==> config.mk <==
export PLATFORM = sky130hd
export DESIGN_NAME = mem_copier
export DESIGN_NICKNAME = d
export VERILOG_FILES = /design/src/rtl/mem_copier_pkg.sv /design/src/rtl/mem_copier.sv
export SDC_FILE = /design/constraint.sdc
export NUM_CORES = 1
export LEC_CHECK = 0
export ABC_AREA = 1
export BUFFER_PORTS_ARGS = -buffer_cell sky130_fd_sc_hd__buf_2
export CORE_UTILIZATION = 30
export DETAILED_ROUTE_END_ITERATION = 7
export HOLD_SLACK_MARGIN = 0.1
export PLACE_DENSITY = 0.47
export REMOVE_ABC_BUFFERS = 1
export SETUP_SLACK_MARGIN = 0.05
export SYNTH_ARGS = -nofsm -noshare
export SYNTH_HDL_FRONTEND = slang
export SYNTH_SLANG_ARGS = --single-unit
==> constraint.sdc <==
create_clock -name clk -period 2.9 [get_ports clk]
set_input_delay 0.29 -clock clk [delete_from_list [all_inputs] [get_ports clk]]
set_output_delay 0.29 -clock clk [all_outputs]
set_load 0.02 [all_outputs]
==> src/rtl/mem_copier_pkg.sv <==
// Shared defaults and FSM state type for the byte-wise memory copier.
package mem_copier_pkg;
  localparam int ADDR_W_DEF = 13;
  localparam int DATA_W_DEF = 8;

  typedef enum logic [1:0] {IDLE, READ, WRITE, DONE} state_t;
endpackage

==> src/rtl/mem_copier.sv <==
// Byte-at-a-time memory copier: READ/WRITE per byte, ascending, pointers wrap.
// Optional constant-fill mode (WRITE only, 1 cycle/byte) under MEM_COPIER_FILL_EN.
module mem_copier
  import mem_copier_pkg::*;
#(
  parameter int ADDR_W = ADDR_W_DEF,
  parameter int DATA_W = DATA_W_DEF
) (
  input  logic              clk,
  input  logic              rst,
  input  logic              start,
  input  logic [ADDR_W-1:0] src,
  input  logic [ADDR_W-1:0] dst,
  input  logic [ADDR_W-1:0] len,
`ifdef MEM_COPIER_FILL_EN
  input  logic              fill_mode,
  input  logic [DATA_W-1:0] fill_value,
`endif
  output logic              busy,
  output logic              done,
  output logic [ADDR_W-1:0] addr,
  output logic [DATA_W-1:0] WR,
  output logic              memorywrite,
  output logic              memoryread,
  input  logic [DATA_W-1:0] RD
);

  state_t            state;
  logic [ADDR_W-1:0] src_ptr, dst_ptr, cnt;
  logic [DATA_W-1:0] data_q;
  logic [ADDR_W-1:0] src_nx, dst_nx;
`ifdef MEM_COPIER_FILL_EN
  logic              fill_q;
`endif

  assign src_nx = src_ptr + ADDR_W'(1);
  assign dst_nx = dst_ptr + ADDR_W'(1);
  // Fill mode preloads the data register with fill_value, so WRITE is uniform.
  assign WR     = data_q;

  // Outputs are registered: each transition sets the strobes/addr for the state being entered.
  always_ff @(posedge clk) begin
    if (rst) begin
      state       <= IDLE;
      src_ptr     <= '0;
      dst_ptr     <= '0;
      cnt         <= '0;
      data_q      <= '0;
      busy        <= 1'b0;
      done        <= 1'b0;
      addr        <= '0;
      memoryread  <= 1'b0;
      memorywrite <= 1'b0;
`ifdef MEM_COPIER_FILL_EN
      fill_q      <= 1'b0;
`endif
    end else begin
      case (state)
        IDLE: begin
          busy        <= 1'b0;
          done        <= 1'b0;
          addr        <= '0;
          memoryread  <= 1'b0;
          memorywrite <= 1'b0;
          if (start) begin
            busy <= 1'b1;
            if (len == '0) begin
              state <= DONE;
              done  <= 1'b1;
            end else begin
              src_ptr <= src;
              dst_ptr <= dst;
              cnt     <= len;
`ifdef MEM_COPIER_FILL_EN
              fill_q  <= fill_mode;
              if (fill_mode) begin
                data_q      <= fill_value;
                state       <= WRITE;
                addr        <= dst;
                memorywrite <= 1'b1;
              end else begin
                state      <= READ;
                addr       <= src;
                memoryread <= 1'b1;
              end
`else
              state      <= READ;
              addr       <= src;
              memoryread <= 1'b1;
`endif
            end
          end
        end
        READ: begin
          data_q      <= RD;
          state       <= WRITE;
          addr        <= dst_ptr;
          memoryread  <= 1'b0;
          memorywrite <= 1'b1;
        end
        WRITE: begin
          src_ptr     <= src_nx;
          dst_ptr     <= dst_nx;
          cnt         <= cnt - ADDR_W'(1);
          memorywrite <= 1'b0;
          if (cnt != ADDR_W'(1)) begin
`ifdef MEM_COPIER_FILL_EN
            if (fill_q) begin
              state       <= WRITE;
              addr        <= dst_nx;
              memorywrite <= 1'b1;
            end else begin
              state      <= READ;
              addr       <= src_nx;
              memoryread <= 1'b1;
            end
`else
            state      <= READ;
            addr       <= src_nx;
            memoryread <= 1'b1;
`endif
          end else begin
            state <= DONE;
            addr  <= '0;
            done  <= 1'b1;
          end
        end
        DONE: begin
          state <= IDLE;
          done  <= 1'b0;
          busy  <= 1'b0;
        end
        default: state <= IDLE;
      endcase
    end
  end

endmodule

======== After elaboration in Yosys (flattened, before gate mapping) ========
Cells that the tools add are included.
word-level totals
  memory bits (read-only) ................. 0
  flip-flop bits (word level) ............. 66
  output and inout port bits .............. 25
  memory bits (writable) .................. 0
  logic and storage cells ................. 60
  input port bits ......................... 50
  memories ................................ 0
  latch bits .............................. 0
operators by class
  equal/unequal tests ..................... 8
  multipliers ............................. 0
  divide/modulo/power cells ............... 0
  muxes and demuxes ....................... 28
  $add $sub $neg .......................... 3
  shift-type cells ........................ 0
  bitwise logic cells ..................... 0
  reductions and logical operators ........ 11
  $lt $le $gt $ge ......................... 0
operators with widths
  operator                                                                  number
  13-bit 2-to-1 mux                                                         9
  13-bit case mux with 2 select lines                                       3
  13-bit case mux with 3 select lines                                       1
  13-bit by 1-bit adder with 13-bit output, second input constant           2
  13-bit logical NOT                                                        1
  13-bit by 1-bit inequality test with 1-bit output, second input constant  1
  13-bit by 1-bit subtractor with 13-bit output, second input constant      1
  2-bit inequality test, second input constant                              4
  2-bit case mux with 4 select lines                                        1
  1-bit 2-to-1 mux                                                          7
  2-bit 2-to-1 mux                                                          3
  1-bit case mux with 3 select lines                                        2
  2-bit nonzero test                                                        3
  3-bit nonzero test                                                        2
  2-bit == test, second input constant                                      2
  1-bit case mux with 2 select lines                                        2
  2-bit AND reduction                                                       2
  3-bit AND reduction                                                       1
  2-bit by 1-bit == test with 1-bit output, second input constant           1
  2-bit logical NOT                                                         1
  2-bit OR reduction                                                        1

======== Logic depth before layout (Yosys ltp) ========
Gate-level depths: netlist of the first run.
  word-level depth ........................ 4
  gate-level depth with buffers ........... 11
  mapped depth without buffers ............ 10

======== Worst setup path after synthesis of the first run ========
OpenSTA, ideal clock, no wires.
  path type ............................... register to register
  start point ............................. register state[0]
  end point ............................... register addr[8]
  buffers on the path ..................... 1
  setup time .............................. 0.070 ns
  arrival ................................. 1.550 ns
  period minus slack after synthesis ...... 1.619 ns
  stages on the path, launching flop included .. 9
  required time ........................... 2.830 ns
  slack ................................... 1.281 ns
  path through ............................ dfxtp_1 inv_1 ha_1 inv_1 clkbuf_1 nand4_1 nand2_1 inv_1 a21oi_1
between the ends
  word-level cells in the longest chain between the ends .. 2
  elaborated cells between the ends (all ways) .. 5
  classes of those cells .................. eq/ne (2); mux (1); reduce/logical (2)
ends and longest elaborated chain
  what                                                                       RTL line           text
  from (decl)                                                                mem_copier.sv:28   state_t state;
  from (signal assigned)                                                     mem_copier.sv:44   state <= IDLE;
  from (signal assigned)                                                     mem_copier.sv:68   state <= DONE;
  from (signal assigned)                                                     mem_copier.sv:87   state <= READ;
  2-bit == test (tied with other cells)                                      mem_copier.sv:58   case (state)
  13-bit case mux with 3 select lines or 3-bit nonzero test (tied branches)  n/a
  to (signal assigned)                                                       mem_copier.sv:88   addr <= src;
  to (signal assigned)                                                       mem_copier.sv:97   addr <= dst_ptr;
  to (signal assigned)                                                       mem_copier.sv:119  addr <= src_nx;
  to (decl)                                                                  mem_copier.sv:21   output logic [ADDR_W-1:0] addr,
Parallel ways exist; a longest one is shown, timed or not.
A chain may end at the register's enable or synchronous reset.

======== Final worst setup path of the first run ========
  start point ............................. register state[0]
  end point ............................... register addr[1]
The elaborated chain is that of the path after synthesis.

==> results.yml, run 1 <==
run_status:
  outcome: "completed"
critical_path:
  rrSetupSlack_ns: 0.72
  arrival_ns: 2.41
  critPathCaptureType: "register"
  worstRegToRegCells: 7
  r2r-start: "state[0]"
  startpoint_type: "register"
  rr_endpoint: "addr[1]"
  critical_path_class: "reg2reg"
  crit_path_max_fanout: 16
  crit_required_ns: 3.12
power_and_ir_drop:
  switchingPower_w: 0.001353
  intPower_w: 0.002166
  clkPwrFrac_pct: 31.7
  powerDensity_mw_per_mm2: 720.2
  comb_power_share_pct: 33.0
  seqPwrFrac_pct: 35.3
  p_sw_share_pct: 38.44
  vdd_drop_max_uv: 327.4
  total_leakage_power_nw: 2.221
clocking:
  cts_max_path_buffers: 2
  cts_sinks: 66
  cts_tree: "built"
  post_cts_buffers: 0
  postCtsResizedCells: 0
  clockRootBuffer: "clkbuf_16"
  clk_latency_ns: 0.34
  htree_levels: 3
  ctsHoldBuffers: 0
  cts_inserted_buffers: 9
  clkSlewWorstSetupHoldPaths_ns: 0.05
flow_run:
  maxCapViolCount: 0
finish:
  final_cell_area_mm2: 0.004886
  fill_cells: 1523
  antenna_cells: 0
  drive_gt1_share_pct: 16.01
  area_growth_pct: 18.44
  instances_no_fill: 907
  nNetsFinal: 786
floorplanning:
  start_util_pct: 30.91
  die_h_um: 119.3
  coreArea_mm2: 0.01335
  io_pins: 75
  die_area_mm2: 0.01422
  num_rows: 42
  fp.dieW_um: 119.3
logic_synthesis:
  yosys_warnings: 0
  yosys_most_used_dff: "dfxtp_1"
  netlist_area_mm2: 0.004125
  synth_edf_count: 0
  synthArstFlopShare_pct: 0
  ys_seq_elements: 66
  syn_inst: 668
  ys_seq_area_share_pct: 32.03
  synth.distinct_cells: 37
  synth.avg_cell_area_um2: 6.175
routing:
  drtPass1Iterations: 4
  num_vias: 4457
  drc: 0
  wirelength_um: 12700
  drt-wirelength-per-cell_um: 14.00
  viasPerCell: 4.914
  drtIter0Drc: 248
  final_antenna_net_count: 0
placement:
  port_buffers: 74
  dp.final_hpwl_um: 9035
  dp.cells: 891
  place_congestion: 0.7922
  dpl_cell_area_mm2: 0.004587
  pre_cts_slack_ns: 0.7500
timing:
  setup_viol_count_final: 0
  rsz0062_at_grt: "false"
  clock_skew_ns: 0.007289
  relSlewSlack_pct: 51.22
  period_share_pct: 75.31
  worst_pin_slew_ns: 0.7272
  fin_tns_setup_ns: 0
  fin_ws_ns: 0.7161
  fmax_mhz: 457.9
  hold_viol: 0
  slew_violations: 0
  fin_crit_ns: 2.184
global_routing:
  grt_max_degree: 39
  antenna_found_initial: 0
  grt_pass1_vias: 4280
  grt_first_pass_wirelength_um: 21000
  grt_usage_pct: 18.79
  grt_overflow: 0
min_path:
  hold_depth: 3
  hold_start: "RD[5]"
  holdCritPathClass: "in2reg"
  holdPathEnd: "WR[5]"
[cell usage in the layout (no fill, tap or decap), types with 7 or more instances in the layout]
master / Yosys / final
nand4_1: 18 / 18
nor2_2: 8 / 8
buf_4: 5 / 7
o21ai_1: 10 / 10
nand2_1: 190 / 190
nand3_1: 32 / 32
inv_1: 46 / 46
a21oi_1: 52 / 52
o21ai_0: 64 / 64
nor2_1: 101 / 101
dfxtp_1: 66 / 66
buf_2: 11 / 74
clkbuf_16: 0 / 9
ha_1: 10 / 9
[power groups by stage]
stage,clock [W],combinational [W],sequential [W]
3_5_place_dp,0,0.00117,0.00126
5_1_grt,0.00118,0.00132,0.00127
6_report,0.00112,0.00116,0.00124
2_1_floorplan,0,0.000752,0.00128
3_3_place_gp,0,0.00116,0.00126
4_1_cts,0.00114,0.00117,0.00124
[worst max-delay path: stages, from the launching register on]
cell and delay [ns]:
dfxtp_1 0.43, inv_1 0.11, ha_1 0.63, inv_1 0.41, nand3_1 0.24, o21ai_0 0.09
nor2_1 0.12, nor2_1 0.05
[cell usage after synthesis (10+ instances only)]
cell | count | area (µm²)
nand2_1 | 190 | 713.2
dfxtp_1 | 66 | 1321
o21ai_0 | 64 | 320.3
nor2_1 | 101 | 379.1
clkbuf_1 | 13 | 48.80
inv_1 | 46 | 172.7
o21ai_1 | 10 | 50.05
nand4_1 | 18 | 112.6
a21oi_1 | 52 | 260.3
buf_2 | 11 | 55.05
nand3_1 | 32 | 160.2
ha_1 | 10 | 125.1
[per-stage QoR]
step	utilization (%)	total power, W	hold WS [ns]
2_1_floorplan	-	0.002032	0.3591
3_3_place_gp	34.36	0.002412	0.4632
3_5_place_dp	34.36	0.002425	0.4713
4_1_cts	36.60	0.003556	0.1639
5_1_grt	36.60	0.003770	0.1917
6_report	36.60	0.003519	0.1752
[flip-flops by register name (all words and copies together) (netlist names)]
name and count:
WR 8, addr 13, busy 1, cnt 13, done 1, dst_ptr 13
memoryread 1, memorywrite 1, src_ptr 13, state 2
[area by class of cell]
cell class / count / area, µm² / area share, %
multi-input combinational: 518 / 2432 / 49.78
sequential: 66 / 1321 / 27.04
timing repair buffer: 81 / 422.9 / 8.656
clock buffer: 14 / 264.0 / 5.403
tap: 176 / 220.2 / 4.507
inverter: 50 / 190.2 / 3.892
clock inverter: 2 / 35.03 / 0.7170
[how the worst max path moves through the flow]
stage                  start       end  slack, ns  cells after the start
global route        state[0]   addr[0]       0.51                      7
CTS                 state[0]   addr[1]       0.73                      7
detailed placement  state[0]   addr[1]       0.75                      7
finish              state[0]   addr[1]       0.72                      7
floorplan           state[0]  addr[10]      -0.13                      8
global placement    state[0]   addr[1]       0.81                      7
[metal layers]
metal,routed length (µm),GRT usage (%),vias to the layer above,share of wire [%]
met2,6036,31.76,110,48
met5,0,0,-,0
met4,205,7.437,0,1.6
met3,553,3.209,14,4.4
li1,-,-,2288,-
met1,5902,23.58,2045,46
[cell families (layout without fill, tap and decap cells)]
kind of cell             Yosys count  count (layout)  synth area share, %
adder cells (fa/ha/maj)           10              10                3.033
AO/OA/AOI/OAI                    143             143                18.35
XOR/XNOR                           5               5                1.062
buffers and inverters             84             147                9.069
AND/OR/NAND/NOR                  360             360                36.46
flip-flops                        66              66                32.03
(Power assumes the default switching activity.)
==> run 2: changes to the inputs <==
Settings changed: PLACE_DENSITY 0.47 to 0.49.
Clock period 2.9 ns to 1.85 ns, I/O delays scaled along.
==> run 2 against run 1 <==
Wire length increased by 1.1%. Hold slack lost 0.051 ns. Clock skew is 0.0023 ns higher. Largest cell class unchanged. Highest routed layer unchanged. Via count down 0.63%. Power is 59% higher. Combinational power increased by 66%. Flip-flop and latch count stayed put. Global-route usage hardly changed.
==> results.yml, run 2 (synthesized netlist as in run 1, its figures left out) <==
run_status:
  outcome: "completed"
routing:
  viasPerCell: 4.788
  drtIter0Drc: 219
  num_vias: 4429
  wirelength_um: 12830
  drtPass1Iterations: 4
  drc: 0
  final_antenna_net_count: 0
  drt-wirelength-per-cell_um: 13.87
clocking:
  cts_tree: "built"
  cts_max_path_buffers: 2
  clk_latency_ns: 0.34
  clockRootBuffer: "clkbuf_16"
  clkSlewWorstSetupHoldPaths_ns: 0.06
  htree_levels: 3
  cts_sinks: 66
  cts_inserted_buffers: 9
floorplanning:
  start_util_pct: 30.91
  die_area_mm2: 0.01422
  num_rows: 42
  coreArea_mm2: 0.01335
  io_pins: 75
  fp.dieW_um: 119.3
  die_h_um: 119.3
global_routing:
  grt_overflow: 0
  grt_first_pass_wirelength_um: 20930
  antenna_found_initial: 0
  grt_usage_pct: 18.83
  grt_max_degree: 48
  grt_pass1_vias: 4233
power_and_ir_drop:
  intPower_w: 0.003438
  vdd_drop_max_uv: 470.8
  powerDensity_mw_per_mm2: 1102
  total_leakage_power_nw: 2.311
  comb_power_share_pct: 34.5
  switchingPower_w: 0.002154
  seqPwrFrac_pct: 34.7
  p_sw_share_pct: 38.52
  clkPwrFrac_pct: 30.8
timing:
  fin_crit_ns: 1.655
  hold_viol: 0
  slew_violations: 0
  relSlewSlack_pct: 66.88
  setup_viol_count_final: 0
  rsz0062_at_grt: "false"
  period_share_pct: 89.46
  whs_ns: 0.1244
  clock_skew_ns: 0.009582
  worst_pin_slew_ns: 0.4968
  fmax_mhz: 604.2
critical_path:
  arrival_ns: 1.92
  crit_path_max_fanout: 19
  startpoint_type: "register"
  critical_path_class: "reg2reg"
  critPathCaptureType: "register"
  crit_required_ns: 2.11
finish:
  instances_no_fill: 925
  utilization_pct: 38.03
  final_common_cell: "nand2_1"
  antenna_cells: 0
  final_cell_mix: "nand2_1 (190), nor2_1 (101), buf_2 (74)"
  final_cell_area_mm2: 0.005076
  drive_gt1_share_pct: 17.49
  nNetsFinal: 805
  area_growth_pct: 23.05
placement:
  dp.cells: 902
  dpl_cell_area_mm2: 0.004669
  dp.final_hpwl_um: 9112
  place_congestion: 0.8779
  port_buffers: 74
flow_run:
  maxCapViolCount: 0
min_path:
  holdCritPathClass: "in2reg"
run 2: cell count changes in the layout (fill, tap and decap cells not counted), moves of 2 or more:
cell | previous run | this run
buf_4 | 7 | 15
buf_6 | 0 | 2
dfxtp_2 | 0 | 2
dlygate4sd3_1 | 0 | 8
dfxtp_1 | 66 | 64
run 2: final cells by class:
cell class	count	area, µm²
clock buffer	12	246.5
clock inverter	3	40.04
fill	1477	8272
inverter	50	195.2
multi-input combinational	518	2445
sequential	66	1324
tap	176	220.2
timing repair buffer	100	605.6
run 2: stage by stage:
stage | total power, W | setup TNS (ns) | worst slack [ns]
4_1_cts | 0.005597 | 0 | 0.06436
3_3_place_gp | 0.003802 | 0 | 0.09358
6_report | 0.005591 | 0 | 0.1950
2_1_floorplan | 0.003185 | -43.95 | -1.175
5_1_grt | 0.005975 | 0 | 0.04244
3_5_place_dp | 0.003835 | 0 | 0.008922
run 2: path summary, 6_finish.rpt:
| path | slack (ns) | to | startpoint | cells past startpoint |
|---|---|---|---|---|
| setup reg to reg | 0.19 | cnt[3] | state[0] | 9 |
| hold reg to reg | 0.48 | done | done | 2 |
| setup / recovery | 0.19 | cnt[3] | state[0] | 9 |
| hold / removal | 0.12 | cnt[2] | len[2] | 3 |
run 2: what timing repair did:
| action | CTS | global route |
|---|---|---|
| hold endpoints to repair | 8 | 0 |
| buffers inserted | 0 | 0 |
| hold buffers | 8 | 0 |
| setup endpoints to repair | 13 | 50 |
| gates resized for setup | 2 | 10 |
run 2: power groups by stage:
stage,Combinational (W),Clock (W),Sequential (W)
after global placement,0.00185,0,0.00195
after global routing,0.00219,0.00180,0.00199
after floorplan,0.00118,0,0.00201
after CTS,0.00190,0.00176,0.00194
after detailed placement,0.00187,0,0.00197
final,0.00193,0.00172,0.00194
run 2: critical path: stages (launching register included):
cell     delay (ns)
dfxtp_2        0.35
inv_1          0.15
ha_2           0.26
inv_2          0.05
nor2_1         0.16
nor2_2         0.07
nand2_4        0.12
buf_6          0.20
o21ai_0        0.10
a21oi_1        0.13
run 2: routing by layer:
layer / share of wire, % / up-vias / track usage, %
met5: 0 / - / 0
met4: 2.3 / 0 / 8.228
met3: 4.0 / 19 / 3.017
met2: 47 / 85 / 31.58
met1: 47 / 2000 / 23.67
li1: - / 2325 / -
==> run 3: changes to the inputs <==
Settings changed: PLACE_DENSITY 0.49 to 0.48.
==> run 3 against run 2 <==
Power increased by 0.64%. Register-to-register slack improved by 0.03 ns. Critical path depth unchanged. Clock-buffer cell count unchanged. Largest power group is now combinational cells. First-iteration DRC count decreased by 25%. Critical path type unchanged. Clock skew increased by 0.00088 ns.
==> results.yml, run 3 (synthesized netlist as in run 1, its figures left out) <==
critical_path:
  path_cells: "inv_1, ha_1, inv_2, nor2_1, nor2_2, nand2_4, clkbuf_16, a211oi_1, nor2_1"
  worstRegToRegCells: 9
  crit_slowest_cell: "dfxtp_1"
  crit_path_max_fanout: 22
  crit_buf_inv: 3
  cp_common_cell: "nor2_1"
  critPathCaptureType: "register"
  critical_path_class: "reg2reg"
  startpoint_type: "register"
  crit_required_ns: 2.08
  critical_path_depth: 9
  arrival_ns: 1.86
  cpPeakStageDelay_ns: 0.33
  cp_top_family: "buffers and inverters"
power_and_ir_drop:
  comb_power_share_pct: 35.1
  switchingPower_w: 0.002163
  total_leakage_power_nw: 2.320
  clkPwrFrac_pct: 30.4
  intPower_w: 0.003464
  vdd_drop_max_uv: 386.6
  seqPwrFrac_pct: 34.5
  p_sw_share_pct: 38.44
  powerDensity_mw_per_mm2: 1104
  power.total_w: 0.005627
routing:
  drc: 0
  drtPass1Iterations: 4
  final_antenna_net_count: 0
  drtIter0Drc: 164
  viasPerCell: 4.841
  num_vias: 4483
  drt-wirelength-per-cell_um: 14.12
  wirelength_um: 13080
clocking:
  cts_sinks: 66
  cts_tree: "built"
  cts_inserted_buffers: 9
  htree_levels: 3
  clockRootBuffer: "clkbuf_16"
  clk_latency_ns: 0.35
  clkSlewWorstSetupHoldPaths_ns: 0.05
  cts_max_path_buffers: 2
global_routing:
  grt_overflow: 0
  grt_pass1_vias: 4359
  grt_usage_pct: 19.22
  grt_first_pass_wirelength_um: 21290
  antenna_found_initial: 0
  grt_max_degree: 46
placement:
  place_congestion: 0.7994
  port_buffers: 74
  dpl_cell_area_mm2: 0.004679
  pre_cts_slack_ns: 0.08580
  dp.final_hpwl_um: 9014
timing:
  fin_tns_setup_ns: 0
  fin_crit_ns: 1.630
  rsz0062_at_grt: "false"
  clock_skew_ns: 0.01046
  fin_ws_ns: 0.2200
  fmax_mhz: 613.5
  slew_violations: 0
  whs_ns: 0.1145
  setup_viol_count_final: 0
  worst_pin_slew_ns: 0.4616
  period_share_pct: 88.11
  relSlewSlack_pct: 69.22
  hold_viol: 0
floorplanning:
  fp.dieW_um: 119.3
  num_rows: 42
  start_util_pct: 30.91
  die_h_um: 119.3
  io_pins: 75
  die_area_mm2: 0.01422
  coreArea_mm2: 0.01335
finish:
  drive_gt1_share_pct: 17.47
  final_common_cell: "nand2_1"
  fill_cells: 1504
  antenna_cells: 0
  final_cell_mix: "nand2_1 (190), nor2_1 (101), buf_2 (74)"
  area_growth_pct: 23.54
  nNetsFinal: 806
  final_cell_area_mm2: 0.005096
min_path:
  holdCritPathClass: "in2reg"
  hold_depth: 3
flow_run:
  maxCapViolCount: 0
run_status:
  outcome: "completed"
run 3: repair_timing:
action / 4_1_cts / 5_1_grt
buffers inserted: 0 / 2
endpoints found under the setup margin: 0 / 32
resized for setup: 0 / 4
hold endpoints to repair: 8 / 0
hold buffers: 8 / 0
run 3: final cells by class:
cell class,instances,area (µm²),area share [%]
Sequential cell,66,1323,25.95
Clock inverter,3,40.04,0.7857
Timing Repair Buffer,101,635.6,12.47
Clock buffer,12,246.5,4.837
Tap cell,176,220.2,4.321
Inverter,50,198.9,3.904
Multi-Input combinational cell,518,2432,47.73
run 3: power groups by stage:
stage	registers [W]	logic (W)	clock network, W
after floorplan	0.00201	0.00118	0
after global placement	0.00196	0.00187	0
after detailed placement	0.00197	0.00189	0
after CTS	0.00194	0.00191	0.00176
after global routing	0.00198	0.00223	0.00182
final	0.00194	0.00198	0.00171
run 3: final timing paths:
check	startpoint	to	slack (ns)
max	state[0]	cnt[2]	0.22
min	len[2]	cnt[2]	0.11
max reg2reg	state[0]	cnt[2]	0.22
min reg2reg	cnt[10]	cnt[10]	0.49
run 3: per-layer routing:
layer | vias up | part of all wire (%) | global-route usage [%]
li1 | 2326 | - | -
met1 | 2053 | 46 | 23.35
met2 | 86 | 48 | 32.81
met3 | 18 | 3.6 | 3.161
met4 | 0 | 1.9 | 9.256
met5 | - | 0 | 0
run 3: metrics by stage:
stage	util, %	std cells
floorplan	-	634
global placement	35.06	900
detailed placement	35.06	900
CTS	37.80	923
global route	38.18	926
finish	38.18	926
run 3: worst register-to-register path, delay by kind of cell (launching register included):
family	cells	cell delay [ns]
buf+inv	3	0.38
compound gates	1	0.18
fa+ha+maj	1	0.27
flops	1	0.33
simple gates	4	0.35
